[src/rtl/rac_req_arb.sv]
// rac_req_arb: shares the single RAC request port between the SPI and OWT
// front-ends, with round-robin or SPI-first arbitration and an ack watchdog.
module rac_req_arb #(
  parameter int REG_AW      = 7,
  parameter int REG_DW      = 8,
  parameter int REG_CRC_W   = 8,
  parameter int RR_EN       = 1,
  parameter int TIMEOUT_CYC = 255
) (
  input  logic                 i_clk,
  input  logic                 i_rst_n,
  // SPI requester
  input  logic                 i_spi_wr_req,
  input  logic                 i_spi_rd_req,
  input  logic [REG_AW-1:0]    i_spi_addr,
  input  logic [REG_DW-1:0]    i_spi_wdata,
  input  logic [REG_CRC_W-1:0] i_spi_wcrc,
  output logic                 o_spi_wack,
  output logic                 o_spi_rack,
  output logic [REG_DW-1:0]    o_spi_rdata,
  output logic [REG_AW-1:0]    o_spi_raddr,
  // OWT requester
  input  logic                 i_owt_wr_req,
  input  logic                 i_owt_rd_req,
  input  logic [REG_AW-1:0]    i_owt_addr,
  input  logic [REG_DW-1:0]    i_owt_wdata,
  input  logic [REG_CRC_W-1:0] i_owt_wcrc,
  output logic                 o_owt_wack,
  output logic                 o_owt_rack,
  output logic [REG_DW-1:0]    o_owt_rdata,
  output logic [REG_AW-1:0]    o_owt_raddr,
  // RAC side
  output logic                 o_rac_wr_req,
  output logic                 o_rac_rd_req,
  output logic [REG_AW-1:0]    o_rac_addr,
  output logic [REG_DW-1:0]    o_rac_wdata,
  output logic [REG_CRC_W-1:0] o_rac_wcrc,
  input  logic                 i_rac_wack,
  input  logic                 i_rac_rack,
  input  logic [REG_DW-1:0]    i_rac_rdata,
  input  logic [REG_AW-1:0]    i_rac_raddr,
  // status
  output logic                 o_arb_busy,
  output logic                 o_arb_tmo_err,
  output logic [1:0]           o_dbg_state
);

  // Handshake: requesters hold wr/rd levels until they see a one-cycle ack
  // pulse; the RAC request level is held until a one-cycle ack of the
  // matching type (or the watchdog) ends it. No valid/ready backpressure.

  typedef enum logic [1:0] {
    ST_IDLE = 2'd0,
    ST_WAIT = 2'd1,
    ST_RESP = 2'd2,
    ST_GAP  = 2'd3
  } state_t;

  localparam int CNT_W = (TIMEOUT_CYC > 0) ? $clog2(TIMEOUT_CYC + 1) : 1;
  localparam logic [CNT_W-1:0] TO_LAST = CNT_W'((TIMEOUT_CYC > 0) ? TIMEOUT_CYC - 1 : 0);

  state_t               state_q;
  logic                 last_gnt_q;  // 1 = OWT held the last grant
  logic                 win_q;       // 1 = OWT owns the current transaction
  logic                 is_wr_q;
  logic [CNT_W-1:0]     cnt_q;

  logic                 spi_wack_q, spi_rack_q, owt_wack_q, owt_rack_q;
  logic [REG_DW-1:0]    spi_rdata_q, owt_rdata_q;
  logic [REG_AW-1:0]    spi_raddr_q, owt_raddr_q;
  logic                 rac_wr_q, rac_rd_q;
  logic [REG_AW-1:0]    rac_addr_q;
  logic [REG_DW-1:0]    rac_wdata_q;
  logic [REG_CRC_W-1:0] rac_wcrc_q;
  logic                 busy_q, tmo_err_q;

  logic                 spi_pend, owt_pend, pick_owt, sel_wr;
  logic [REG_AW-1:0]    sel_addr;
  logic [REG_DW-1:0]    sel_wdata;
  logic [REG_CRC_W-1:0] sel_wcrc;
  logic                 ack_ok, tmo_hit;

  assign spi_pend = i_spi_wr_req | i_spi_rd_req;
  assign owt_pend = i_owt_wr_req | i_owt_rd_req;

  always_comb begin
    pick_owt = ~spi_pend;
    if ((RR_EN != 0) && spi_pend && owt_pend) pick_owt = ~last_gnt_q;
  end

  // A write wins over a simultaneous read from the same port.
  assign sel_wr    = pick_owt ? i_owt_wr_req : i_spi_wr_req;
  assign sel_addr  = pick_owt ? i_owt_addr   : i_spi_addr;
  assign sel_wdata = pick_owt ? i_owt_wdata  : i_spi_wdata;
  assign sel_wcrc  = pick_owt ? i_owt_wcrc   : i_spi_wcrc;

  assign ack_ok  = is_wr_q ? i_rac_wack : i_rac_rack;
  assign tmo_hit = (TIMEOUT_CYC != 0) && (cnt_q == TO_LAST);

  always_ff @(posedge i_clk) begin
    if (!i_rst_n) begin
      state_q     <= ST_IDLE;
      last_gnt_q  <= 1'b1;
      win_q       <= 1'b0;
      is_wr_q     <= 1'b0;
      cnt_q       <= '0;
      spi_wack_q  <= 1'b0;
      spi_rack_q  <= 1'b0;
      owt_wack_q  <= 1'b0;
      owt_rack_q  <= 1'b0;
      spi_rdata_q <= '0;
      owt_rdata_q <= '0;
      spi_raddr_q <= '0;
      owt_raddr_q <= '0;
      rac_wr_q    <= 1'b0;
      rac_rd_q    <= 1'b0;
      rac_addr_q  <= '0;
      rac_wdata_q <= '0;
      rac_wcrc_q  <= '0;
      busy_q      <= 1'b0;
      tmo_err_q   <= 1'b0;
    end else begin
      spi_wack_q <= 1'b0;
      spi_rack_q <= 1'b0;
      owt_wack_q <= 1'b0;
      owt_rack_q <= 1'b0;
      tmo_err_q  <= 1'b0;
      case (state_q)
        ST_IDLE: begin
          if (spi_pend || owt_pend) begin
            win_q       <= pick_owt;
            last_gnt_q  <= pick_owt;
            is_wr_q     <= sel_wr;
            rac_wr_q    <= sel_wr;
            rac_rd_q    <= ~sel_wr;
            rac_addr_q  <= sel_addr;
            rac_wdata_q <= sel_wdata;
            rac_wcrc_q  <= sel_wcrc;
            cnt_q       <= '0;
            busy_q      <= 1'b1;
            state_q     <= ST_WAIT;
          end
        end
        ST_WAIT: begin
          if (ack_ok || tmo_hit) begin
            rac_wr_q  <= 1'b0;
            rac_rd_q  <= 1'b0;
            tmo_err_q <= ~ack_ok;
            if (win_q) begin
              owt_wack_q <= is_wr_q;
              owt_rack_q <= ~is_wr_q;
            end else begin
              spi_wack_q <= is_wr_q;
              spi_rack_q <= ~is_wr_q;
            end
            // An on-time ack beats the watchdog in the same cycle.
            if (!ack_ok) begin
              if (win_q) owt_rdata_q <= '0;
              else       spi_rdata_q <= '0;
            end else if (!is_wr_q) begin
              if (win_q) begin
                owt_rdata_q <= i_rac_rdata;
                owt_raddr_q <= i_rac_raddr;
              end else begin
                spi_rdata_q <= i_rac_rdata;
                spi_raddr_q <= i_rac_raddr;
              end
            end
            state_q <= ST_RESP;
          end else begin
            cnt_q <= cnt_q + 1'b1;
          end
        end
        ST_RESP: state_q <= ST_GAP;
        default: begin
          busy_q  <= 1'b0;
          state_q <= ST_IDLE;
        end
      endcase
    end
  end

  assign o_spi_wack    = spi_wack_q;
  assign o_spi_rack    = spi_rack_q;
  assign o_spi_rdata   = spi_rdata_q;
  assign o_spi_raddr   = spi_raddr_q;
  assign o_owt_wack    = owt_wack_q;
  assign o_owt_rack    = owt_rack_q;
  assign o_owt_rdata   = owt_rdata_q;
  assign o_owt_raddr   = owt_raddr_q;
  assign o_rac_wr_req  = rac_wr_q;
  assign o_rac_rd_req  = rac_rd_q;
  assign o_rac_addr    = rac_addr_q;
  assign o_rac_wdata   = rac_wdata_q;
  assign o_rac_wcrc    = rac_wcrc_q;
  assign o_arb_busy    = busy_q;
  assign o_arb_tmo_err = tmo_err_q;
  assign o_dbg_state   = state_q;

endmodule

[config.mk]
export PLATFORM = sky130hd
export DESIGN_NAME = rac_req_arb
export DESIGN_NICKNAME = d
export VERILOG_FILES = /design/src/rtl/rac_req_arb.sv
export SDC_FILE = /design/constraint.sdc
export NUM_CORES = 1
export LEC_CHECK = 0
export ABC_AREA = 1
export ABC_CLOCK_PERIOD_IN_PS = 3100
export BUFFER_PORTS_ARGS = -buffer_cell sky130_fd_sc_hd__buf_2
export CAP_MARGIN = 20
export CORE_MARGIN = 1.5
export CORE_UTILIZATION = 40
export DETAILED_ROUTE_END_ITERATION = 7
export HOLD_SLACK_MARGIN = 0.02
export PLACE_DENSITY = 0.68
export SLEW_MARGIN = 20
export SYNTH_ARGS = -nofsm -noshare
export SYNTH_HDL_FRONTEND = slang
export SYNTH_SLANG_ARGS = --single-unit
export TNS_END_PERCENT = 1
[constraint.sdc]
create_clock -name i_clk -period 3.1 [get_ports i_clk]
set_input_delay 0.62 -clock i_clk [delete_from_list [all_inputs] [get_ports i_clk]]
set_output_delay 0.62 -clock i_clk [all_outputs]
set_load 0.005 [all_outputs]
==> results of run 1 <==
==> kinds of logic (layout without fill, tap and decap cells) <==
| group | Yosys count | count (layout) | synth area share |
|---|---|---|---|
| AO/OA/AOI/OAI | 106 | 106 | 0.157 |
| buffers and inverters | 101 | 229 | 0.124 |
| AND/OR/NAND/NOR | 211 | 211 | 0.263 |
| adder cells (fa/ha/maj) | 6 | 6 | 0.0220 |
| flip-flops | 74 | 74 | 0.434 |
==> metal layers <==
metal  up-vias  wire, µm  global-route usage
li1       1786         -                   -
met1      1491      3910               0.245
met2       105      3810               0.304
met3         9       640              0.0614
met4         0        97              0.0684
met5         -         0                   0
==> sequential cells by signal (all words and copies together), names as in the netlist, 2 cells and up <==
register     flops
o_owt_raddr      7
o_rac_addr       7
o_spi_raddr      7
o_rac_wcrc       8
o_owt_rdata      8
cnt_q            8
o_dbg_state      2
o_spi_rdata      8
o_rac_wdata      8
==> power by group through the flow <==
stage / Clock, mW / Sequential, mW / Combinational (mW)
4_1_cts: 0.898 / 1.32 / 1.34
2_1_floorplan: 0 / 1.34 / 0.911
3_3_place_gp: 0 / 1.33 / 1.30
6_report: 0.874 / 1.32 / 1.33
3_5_place_dp: 0 / 1.34 / 1.34
5_1_grt: 0.943 / 1.35 / 1.54
==> path summary, 6_finish.rpt <==
path | from | end | slack, ns | cells after the start
max | o_dbg_state[0] | o_rac_wdata[7] | 1.17 | 7
min | o_owt_raddr[0] | o_owt_raddr[0] | 0.44 | 2
max reg2reg | o_dbg_state[0] | o_rac_wdata[7] | 1.17 | 7
min reg2reg | o_owt_raddr[0] | o_owt_raddr[0] | 0.44 | 2
==> cell type report <==
| type | instances | area [µm²] |
|---|---|---|
| inverters | 77 | 289 |
| clock inverters | 4 | 72.6 |
| multi-input cells | 323 | 1510 |
| flip-flops and latches | 74 | 1480 |
| clock buffers | 12 | 165 |
| repair buffers | 136 | 706 |
| well taps | 105 | 131 |
| fillers | 839 | 3900 |
==> stage by stage <==
stage               area, µm²  worst slack [ns]
detailed placement       4120             0.897
finish                   4350              1.17
floorplan                3410              1.53
CTS                      4350              1.15
global placement         4120              1.01
global route             4350             0.933
==> cells in the final DEF (no fill, tap or decap), types with 6 or more instances in the layout <==
cell,Yosys,routed
o21ai_0,41,41
dfxtp_1,74,74
inv_1,77,77
ha_1,6,6
a21oi_1,63,63
clkbuf_8,0,12
nand3_1,14,14
nor2_1,82,82
buf_2,7,131
nand2_1,98,98
==> worst max-delay path, delay by kind of cell (launching register included) <==
family | cells | cell delay (ns)
adders and majority gates | 1 | 0.27
and+or+nand+nor | 1 | 0.54
buffers and inverters | 2 | 0.35
DFF | 1 | 0.40
AOI/OAI and AO/OA | 3 | 0.25
==> impl_metrics.env, run 1 <==
export IMPL_die_y_um=95.4
export IMPL_synth_area_leaders="dfxtp_1 (43%), nand2_1 (11%), a21oi_1 (9.2%)"
export IMPL_viasPerCell=4.64
export IMPL_drive_gt1_frac=0.256
export IMPL_maxSlewHeadroom=0.544
export IMPL_power_density_nw_per_um2=809
export IMPL_die_w_um=95.4
export IMPL_synth_cells=498
export IMPL_hold_buffers=0
export IMPL_via_count=3391
export IMPL_drc=0
export IMPL_synth_flop_cell="dfxtp_1"
export IMPL_root_buffer="clkbuf_8"
export IMPL_final_nets=696
export IMPL_required_ns=3.32
export IMPL_crit_chain="inv_1, ha_1, nand2_1, buf_12, a21oi_1, o21ai_0, a21oi_1"
export IMPL_hold_viol_final=0
export IMPL_holdCritPathClass="reg -> reg"
export IMPL_combinationalPowerShare=0.377
export IMPL_cp_start_kind="flip-flop"
export IMPL_drt_initial_drc_count=181
export IMPL_ys_types=22
export IMPL_grt_pass1_vias=3062
export IMPL_synth_seq_cells=74
export IMPL_clk_pin_slew_worst_paths_ns=0.08
export IMPL_yosysWarnings=0
export IMPL_gp_congestion=0.832
export IMPL_p_int_mw=2.22
export IMPL_numCtsBuffers=9
export IMPL_clk_insertion_delay_late_ns=0.34
export IMPL_power_leakage_nw=2.31
export IMPL_drv_slew=0
export IMPL_ant_nets=0
export IMPL_critical_path_slowest_cell="nand2_1"
export IMPL_start_util=0.413
export IMPL_yosysTopAreaCell="dfxtp_1"
export IMPL_clkPwrFrac=0.248
export IMPL_crit_type="reg -> reg"
export IMPL_die_area_um2=9090
export IMPL_cts_tree="done"
export IMPL_port_buffers=131
export IMPL_switchingPower_mw=1.30
export IMPL_rows=33
export IMPL_holdWs_ns=0.443
export IMPL_async_reset_ff_frac=0
export IMPL_synth_top_cells_by_count="nand2_1 (98), nor2_1 (82), inv_1 (77)"
export IMPL_synth_edf_count=0
export IMPL_grt_max_degree=44
export IMPL_finalWirelength_um=8450
export IMPL_fin_util=0.527
export IMPL_setup_viol=0
export IMPL_antenna_found_initial=0
export IMPL_yosysMostFrequentCell="nand2_1"
export IMPL_peakVddDrop_v=0.000362
export IMPL_place_inst=715
export IMPL_syn_avg_cell_area_um2=6.85
export IMPL_seq_area_frac_synth=0.434
export IMPL_core_area_um2=8260
export IMPL_synth_area_um2=3410
export IMPL_rsz0062_at_grt="no"
export IMPL_clock_skew_ns=0.00704
export IMPL_worstMarginPinSlew_ns=0.683
export IMPL_h_tree_depth=3
export IMPL_ctsResizeCount=0
export IMPL_cp_end_kind="flip-flop"
export IMPL_arrival_ns=2.16
export IMPL_max_clock_path_buffers=2
export IMPL_clkSinkCount=74
export IMPL_synth_fp_nets=573
export IMPL_cp_max_fo=31
export IMPL_period_needed_ns=1.93
export IMPL_yosysTopAreaCellShare=0.434
export IMPL_grt_first_pass_wirelength_um=13700
export IMPL_drv_cap=0
export IMPL_final_cell_count_no_fill=731
export IMPL_grt_overflow=0
export IMPL_dp_hpwl_um=6260
export IMPL_status="finished clean"
export IMPL_firstDrtPassIters=4
export IMPL_track_usage=0.193
export IMPL_area_delta_synth_final_pct=27.6
export IMPL_fin_crit_sh=0.624
export IMPL_max_stage_delay_ns=0.54
export IMPL_cts_setup_buffers=0
export IMPL_diodes=0
export IMPL_boundaryPins=132
export IMPL_tns_ns=0
export IMPL_power_total_mw=3.52
export IMPL_switching_share=0.371
export IMPL_crit_top_cell="a21oi_1"
export IMPL_fmax_mhz=517
export IMPL_route_detailed_wl_per_inst_um=11.6
export IMPL_power_frac_seq=0.375
No activity file was read; power rests on OpenSTA's default activity.
==> inputs of run 2 (changes only) <==
--- a/config.mk
+++ b/config.mk
@@ -6,14 +6,14 @@
 export NUM_CORES = 1
 export LEC_CHECK = 0
 export ABC_AREA = 1
-export ABC_CLOCK_PERIOD_IN_PS = 3100
+export ABC_CLOCK_PERIOD_IN_PS = 1600
 export BUFFER_PORTS_ARGS = -buffer_cell sky130_fd_sc_hd__buf_2
 export CAP_MARGIN = 20
 export CORE_MARGIN = 1.5
 export CORE_UTILIZATION = 40
 export DETAILED_ROUTE_END_ITERATION = 7
 export HOLD_SLACK_MARGIN = 0.02
-export PLACE_DENSITY = 0.68
+export PLACE_DENSITY = 0.7
 export SLEW_MARGIN = 20
 export SYNTH_ARGS = -nofsm -noshare
 export SYNTH_HDL_FRONTEND = slang
==> constraint.sdc (replaced) <==
create_clock -name i_clk -period 1.6 [get_ports i_clk]
set_input_delay 0.32 -clock i_clk [delete_from_list [all_inputs] [get_ports i_clk]]
set_output_delay 0.32 -clock i_clk [all_outputs]
set_load 0.005 [all_outputs]
==> run 2 against run 1 <==
Clock skew rose by 0.0026 ns. Clock-buffer cell count fell by 2. Register-to-register slack got worse by 1.1 ns. Cell count rose by 1.4%. Largest power group unchanged. Critical path type unchanged.
==> impl_metrics.env, run 2 (synthesized netlist as in run 1, its figures left out) <==
export IMPL_gp_congestion=0.820
export IMPL_boundaryPins=132
export IMPL_critical_path_slowest_cell="dfxtp_1"
export IMPL_num_fill_cells=841
export IMPL_diodes=0
export IMPL_setup_viol=0
export IMPL_arrival_ns=1.76
export IMPL_rows=33
export IMPL_period_needed_ns=1.52
export IMPL_ant_nets=0
export IMPL_die_w_um=95.4
export IMPL_met3WireLength_um=579
export IMPL_required_ns=1.84
export IMPL_grt_first_pass_wirelength_um=14300
export IMPL_track_usage=0.201
export IMPL_grt_pass1_vias=3309
export IMPL_whs_path_depth=3
export IMPL_r2r_start="cnt_q[0]"
export IMPL_setup_ws_ns=0.0816
export IMPL_multi_input_area_um2=1510
export IMPL_fmax_mhz=659
export IMPL_h_tree_depth=3
export IMPL_dp_hpwl_um=6470
export IMPL_tns_ns=0
export IMPL_r2r_cells=9
export IMPL_clk_insertion_delay_late_ns=0.35
export IMPL_clock_skew_ns=0.00969
export IMPL_final_common_cell="buf_2"
export IMPL_dp_slack_ns=0.0395
export IMPL_final_nets=706
export IMPL_area_delta_synth_final_pct=31.1
export IMPL_fin_crit_sh=0.949
export IMPL_reg2reg_slack_ns=0.08
export IMPL_holdWs_ns=0.236
export IMPL_grt_overflow=0
export IMPL_wirelength_met1_um=3790
export IMPL_drc=0
export IMPL_port_buffers=131
export IMPL_root_buffer="clkbuf_8"
export IMPL_peakVddDrop_v=0.000687
export IMPL_maxSlewHeadroom=0.758
export IMPL_start_util=0.413
export IMPL_max_stage_delay_ns=0.33
export IMPL_power_leakage_nw=2.37
export IMPL_crit_chain="inv_1, ha_1, nand2_1, nor2_1, nand2_1, nand2_4, nand4_4, nor2_1, nor2_1"
export IMPL_firstDrtPassIters=5
export IMPL_cts_tree="done"
export IMPL_drt_initial_drc_count=120
export IMPL_routed_top_layer="met4"
export IMPL_clk_pin_slew_worst_paths_ns=0.09
export IMPL_min_to="o_spi_raddr[3]"
export IMPL_crit_type="reg -> reg"
export IMPL_drv_slew=0
export IMPL_crit_family="simple AND/OR/NAND/NOR gates"
export IMPL_power_density_nw_per_um2=1590
export IMPL_reg2reg_to="o_owt_rdata[2]"
export IMPL_die_area_um2=9090
export IMPL_finalWirelength_um=8620
export IMPL_drive_gt1_frac=0.274
export IMPL_route_detailed_wl_per_inst_um=11.6
export IMPL_hold_start="i_rac_raddr[3]"
export IMPL_drv_cap=0
export IMPL_cp_end_kind="flip-flop"
export IMPL_seqCellArea_um2=1480
export IMPL_cp_max_fo=16
export IMPL_via_count=3452
export IMPL_crit_buf_inv=1
export IMPL_worstMarginPinSlew_ns=0.359
export IMPL_crit_top_cell="nor2_1"
export IMPL_grt_max_degree=33
export IMPL_die_y_um=95.4
export IMPL_hold_viol_final=0
export IMPL_holdCritPathClass="in -> reg"
export IMPL_viasPerCell=4.66
export IMPL_max_clock_path_buffers=2
export IMPL_wl_met2_um=4130
export IMPL_clkSinkCount=74
export IMPL_core_area_um2=8260
export IMPL_rsz0062_at_grt="yes"
export IMPL_final_cell_mix="buf_2 (131), nand2_1 (97), nor2_1 (82)"
export IMPL_numCtsBuffers=9
export IMPL_antenna_found_initial=0
export IMPL_status="finished clean"
export IMPL_cp_start_kind="flip-flop"
## run 2: changes by cell type in the layout (fill, tap and decap cells not counted), sizes merged
cell      change
clkbuf        -2
clkinv        +1
bufinv        +1
clkinvlp      -1
buf          +10
inv           +1
## run 2: cell type report
type	count	area share
repair buffers	146	0.180
flip-flops and latches	74	0.332
inverters	77	0.0646
multi-input cells	323	0.338
clock inverters	6	0.0252
well taps	105	0.0294
clock buffers	10	0.0308
## run 2: per-stage QoR
step                power [mW]  utilization  std cells  instance area (µm²)
floorplan                 4.37            -        498                 3410
global placement          5.25        0.511        725                 4220
detailed placement        5.33        0.511        725                 4220
CTS                       7.15        0.541        741                 4470
global route              7.73        0.542        741                 4470
finish                    7.12        0.542        741                 4470
## run 2: worst register-to-register path: stages (launching register included)
cell	delay [ns]
dfxtp_1	0.33
inv_1	0.11
ha_1	0.15
nand2_1	0.05
nor2_1	0.08
nand2_1	0.11
nand2_4	0.13
nand4_4	0.21
nor2_1	0.19
nor2_1	0.06
## run 2: what timing repair did
item,4_1_cts,5_1_grt
setup endpoints to repair,0,53
hold buffers,0,0
setup buffers,0,0
gates resized for setup,0,4
## run 2: where the power goes
part | total, mW | internal, mW | switching [mW]
clock | 1.82 | 1.08 | 0.733
sequential | 2.54 | 2.29 | 0.241
combinational | 2.77 | 1.15 | 1.62
## run 2: layer usage
layer  global-route usage  up-vias
met5                    0        -
li1                     -     1820
met3               0.0638       12
met2                0.333       90
met4               0.0672        0
met1                0.244     1530
## run 2: how the worst max path moves through the flow
stage | startpoint | end | slack, ns | depth (start not counted)
4_1_cts | o_dbg_state[0] | cnt_q[5] | 0.02 | 10
3_5_place_dp | o_dbg_state[0] | cnt_q[5] | 0.04 | 10
2_1_floorplan | o_dbg_state[1] | cnt_q[7] | 0.10 | 11
3_3_place_gp | o_dbg_state[0] | cnt_q[5] | 0.13 | 10
6_report | cnt_q[0] | o_owt_rdata[2] | 0.08 | 9
5_1_grt | cnt_q[0] | o_spi_rdata[2] | -0.07 | 10
==> inputs of run 3 (changes only) <==
--- a/config.mk
+++ b/config.mk
@@ -5,7 +5,6 @@
 export SDC_FILE = /design/constraint.sdc
 export NUM_CORES = 1
 export LEC_CHECK = 0
-export ABC_AREA = 1
 export ABC_CLOCK_PERIOD_IN_PS = 1600
 export BUFFER_PORTS_ARGS = -buffer_cell sky130_fd_sc_hd__buf_2
 export CAP_MARGIN = 20
@@ -13,7 +12,8 @@
 export CORE_UTILIZATION = 40
 export DETAILED_ROUTE_END_ITERATION = 7
 export HOLD_SLACK_MARGIN = 0.02
-export PLACE_DENSITY = 0.7
+export PLACE_DENSITY = 0.71
+export SETUP_SLACK_MARGIN = 0.05
 export SLEW_MARGIN = 20
 export SYNTH_ARGS = -nofsm -noshare
 export SYNTH_HDL_FRONTEND = slang
==> run 3 against run 2 <==
Largest cell class unchanged. The flow now finishes with violations (setup timing). Critical path type unchanged. Sequential power barely moved. Via count fell by 11%. Utilization rose by 6.2 points.
==> impl_metrics.env, run 3 <==
export IMPL_status="finished with violations"
export IMPL_violations="setup timing"
export IMPL_route_detailed_wl_per_inst_um=14.0
export IMPL_fin_crit_sh=1.00
export IMPL_h_tree_depth=3
export IMPL_r2r_cells=6
export IMPL_rsz0062_at_grt="yes"
export IMPL_drv_slew=0
export IMPL_drv_cap=0
export IMPL_critical_path_slowest_cell="dfxtp_4"
export IMPL_holdCritPathClass="in -> reg"
export IMPL_core_area_um2=7650
export IMPL_final_common_cell="buf_2"
export IMPL_clk_insertion_delay_late_ns=0.35
export IMPL_crit_chain="inv_4, ha_4, mux2_4, buf_4, nor4_1, o221a_2"
export IMPL_yosys_area_share_simple=0.154
export IMPL_synth_edf_count=0
export IMPL_synth_mux_area_frac=0.0944
export IMPL_synth_compound_area_share=0.216
export IMPL_maxSlewHeadroom=0.736
export IMPL_num_fill_cells=668
export IMPL_max_stage_delay_ns=0.39
export IMPL_drive_gt1_frac=0.472
export IMPL_clkSinkCount=74
export IMPL_final_cell_mix="buf_2 (131), dfxtp_1 (68), nand2_1 (41)"
export IMPL_firstDrtPassIters=6
export IMPL_grt_overflow=0
export IMPL_place_inst=578
export IMPL_seq_area_frac_synth=0.474
export IMPL_clock_skew_ns=0.00924
export IMPL_synth_area_um2=3130
export IMPL_cp_start_kind="flip-flop"
export IMPL_cts_tree="done"
export IMPL_start_util=0.409
export IMPL_synth_top_family_by_area="compound AO/OA/AOI/OAI gates"
export IMPL_hold_viol_final=0
export IMPL_ys_types=47
export IMPL_dp_hpwl_um=6160
export IMPL_grt_first_pass_wirelength_um=13300
export IMPL_peakVddDrop_v=0.00112
export IMPL_final_nets=568
export IMPL_arrival_ns=1.90
export IMPL_power_density_nw_per_um2=1570
export IMPL_async_reset_ff_frac=0
export IMPL_die_y_um=91.4
export IMPL_max_clock_path_buffers=2
export IMPL_synth_fp_nets=402
export IMPL_reg2reg_slack_ns=-0.003
export IMPL_setup_viol=1
export IMPL_die_area_um2=8360
export IMPL_gp_congestion=0.792
export IMPL_root_buffer="clkbuf_8"
export IMPL_r2r_start="o_dbg_state[0]"
export IMPL_power_leakage_nw=2.13
export IMPL_cp_end_kind="flip-flop"
export IMPL_diodes=0
export IMPL_synth_cells=327
export IMPL_synth_xor_area_frac=0
export IMPL_rows=32
export IMPL_track_usage=0.197
export IMPL_setup_ws_ns=-0.00264
export IMPL_syn_avg_cell_area_um2=9.56
export IMPL_fmax_mhz=624
export IMPL_yosysTopAreaCellShare=0.474
export IMPL_boundaryPins=132
export IMPL_yosysWarnings=0
export IMPL_grt_pass1_vias=2922
export IMPL_worstMarginPinSlew_ns=0.394
export IMPL_numCtsBuffers=9
export IMPL_grt_max_degree=31
export IMPL_antenna_found_initial=0
export IMPL_drc=0
export IMPL_crit_type="reg -> reg"
export IMPL_synth_flop_cell="dfxtp_1"
export IMPL_tns_ns=-0.00264
export IMPL_critPathCapture="cnt_q[5]"
export IMPL_synth_top_cells_by_count="dfxtp_1 (74), nand2_1 (43), nor2_1 (34)"
export IMPL_die_w_um=91.4
export IMPL_via_count=3068
export IMPL_clk_pin_slew_worst_paths_ns=0.09
export IMPL_final_cell_count_no_fill=600
export IMPL_synth_fa_ha_area_frac=0.0240
export IMPL_ant_nets=0
export IMPL_viasPerCell=5.11
export IMPL_reg2reg_to="cnt_q[5]"
export IMPL_synth_seq_cells=74
export IMPL_dp_slack_ns=-0.164
export IMPL_yosysMostFrequentCell="dfxtp_1"
export IMPL_critPathLaunch="o_dbg_state[0]"
export IMPL_cp_max_fo=7
export IMPL_period_needed_ns=1.60
export IMPL_required_ns=1.90
export IMPL_yosysTopAreaCell="dfxtp_1"
export IMPL_area_delta_synth_final_pct=47.7
export IMPL_drt_initial_drc_count=130
export IMPL_port_buffers=131
export IMPL_synth_area_leaders="dfxtp_1 (47%), mux2i_1 (8.0%), a211oi_1 (6.0%)"
export IMPL_finalWirelength_um=8430
## run 3: cell count changes in the layout (fill, tap and decap cells not counted), moves of 15 or more
cell,previous run,this run
inv_1,77,1
nand2_1,97,41
nor2_1,82,33
a21oi_1,63,16
o21ai_0,41,3
mux2i_1,0,25
buf_4,12,36
a211oi_1,1,22
a22o_1,0,15
## run 3: cell families after synthesis
kind of cell | after synthesis
AO/OA/AOI/OAI | 89
multiplexers | 28
buffers and inverters | 25
flip-flops | 74
AND/OR/NAND/NOR | 105
adder cells (fa/ha/maj) | 6
## run 3: worst min-delay path by stage
stage | start | to | slack, ns | cells past startpoint
floorplan | i_rac_rdata[0] | o_owt_rdata[0] | 0.45 | 1
global placement | o_owt_raddr[5] | o_owt_raddr[5] | 0.44 | 2
detailed placement | o_owt_raddr[5] | o_owt_raddr[5] | 0.44 | 2
CTS | i_rac_rdata[3] | o_owt_rdata[3] | 0.19 | 2
global route | i_rac_rdata[5] | o_owt_rdata[5] | 0.19 | 2
finish | i_rac_rdata[4] | o_owt_rdata[4] | 0.19 | 2
## run 3: metrics by stage
step | hold WS [ns] | cell area (µm²) | utilization | power (mW)
finish | 0.194 | 4620 | 0.604 | 7.26
global route | 0.187 | 4620 | 0.604 | 7.69
CTS | 0.187 | 4520 | 0.591 | 7.14
detailed placement | 0.443 | 4200 | 0.549 | 5.43
global placement | 0.440 | 4200 | 0.549 | 5.34
floorplan | 0.446 | 3190 | - | 4.21
## run 3: cell type report
cell class	instances	area [µm²]	area share
Multi-Input combinational cell	228	1720	0.373
Tap cell	102	128	0.0276
Inverter	6	27.5	0.00596
Sequential cell	74	1490	0.323
Timing Repair Buffer	174	1040	0.225
Clock buffer	9	124	0.0268
Clock inverter	7	82.6	0.0179
## run 3: report_power, final
| part | switching (mW) | leakage (nW) | internal, mW |
|---|---|---|---|
| Combinational | 1.59 | 1.42 | 1.59 |
| Sequential | 0.250 | 0.608 | 2.28 |
| Clock | 0.802 | 0.0988 | 0.748 |
| Total | 2.64 | 2.13 | 4.62 |
## run 3: per-layer routing
layer | vias up | wire (µm) | global-route usage
li1 | 1532 | - | -
met1 | 1409 | 3700 | 0.245
met2 | 118 | 4150 | 0.338
met3 | 9 | 482 | 0.0385
met4 | 0 | 93 | 0.0703
met5 | - | 0 | 0
## run 3: critical path: cells and delay by family (launching register included)
family	cells	cell delay, ns
AND/OR/NAND/NOR	1	0.27
adder cells (fa/ha/maj)	1	0.15
buffers and inverters	2	0.21
AO/OA/AOI/OAI	1	0.22
flip-flops	1	0.39
multiplexers	1	0.31
## run 3: repair_timing
| item | 4_1_cts | 5_1_grt |
|---|---|---|
| setup endpoints to repair | 28 | 58 |
| resized for setup | 27 | 18 |
| pin swaps | 15 | 13 |
| hold buffers | 0 | 0 |
| buffers inserted | 3 | 3 |
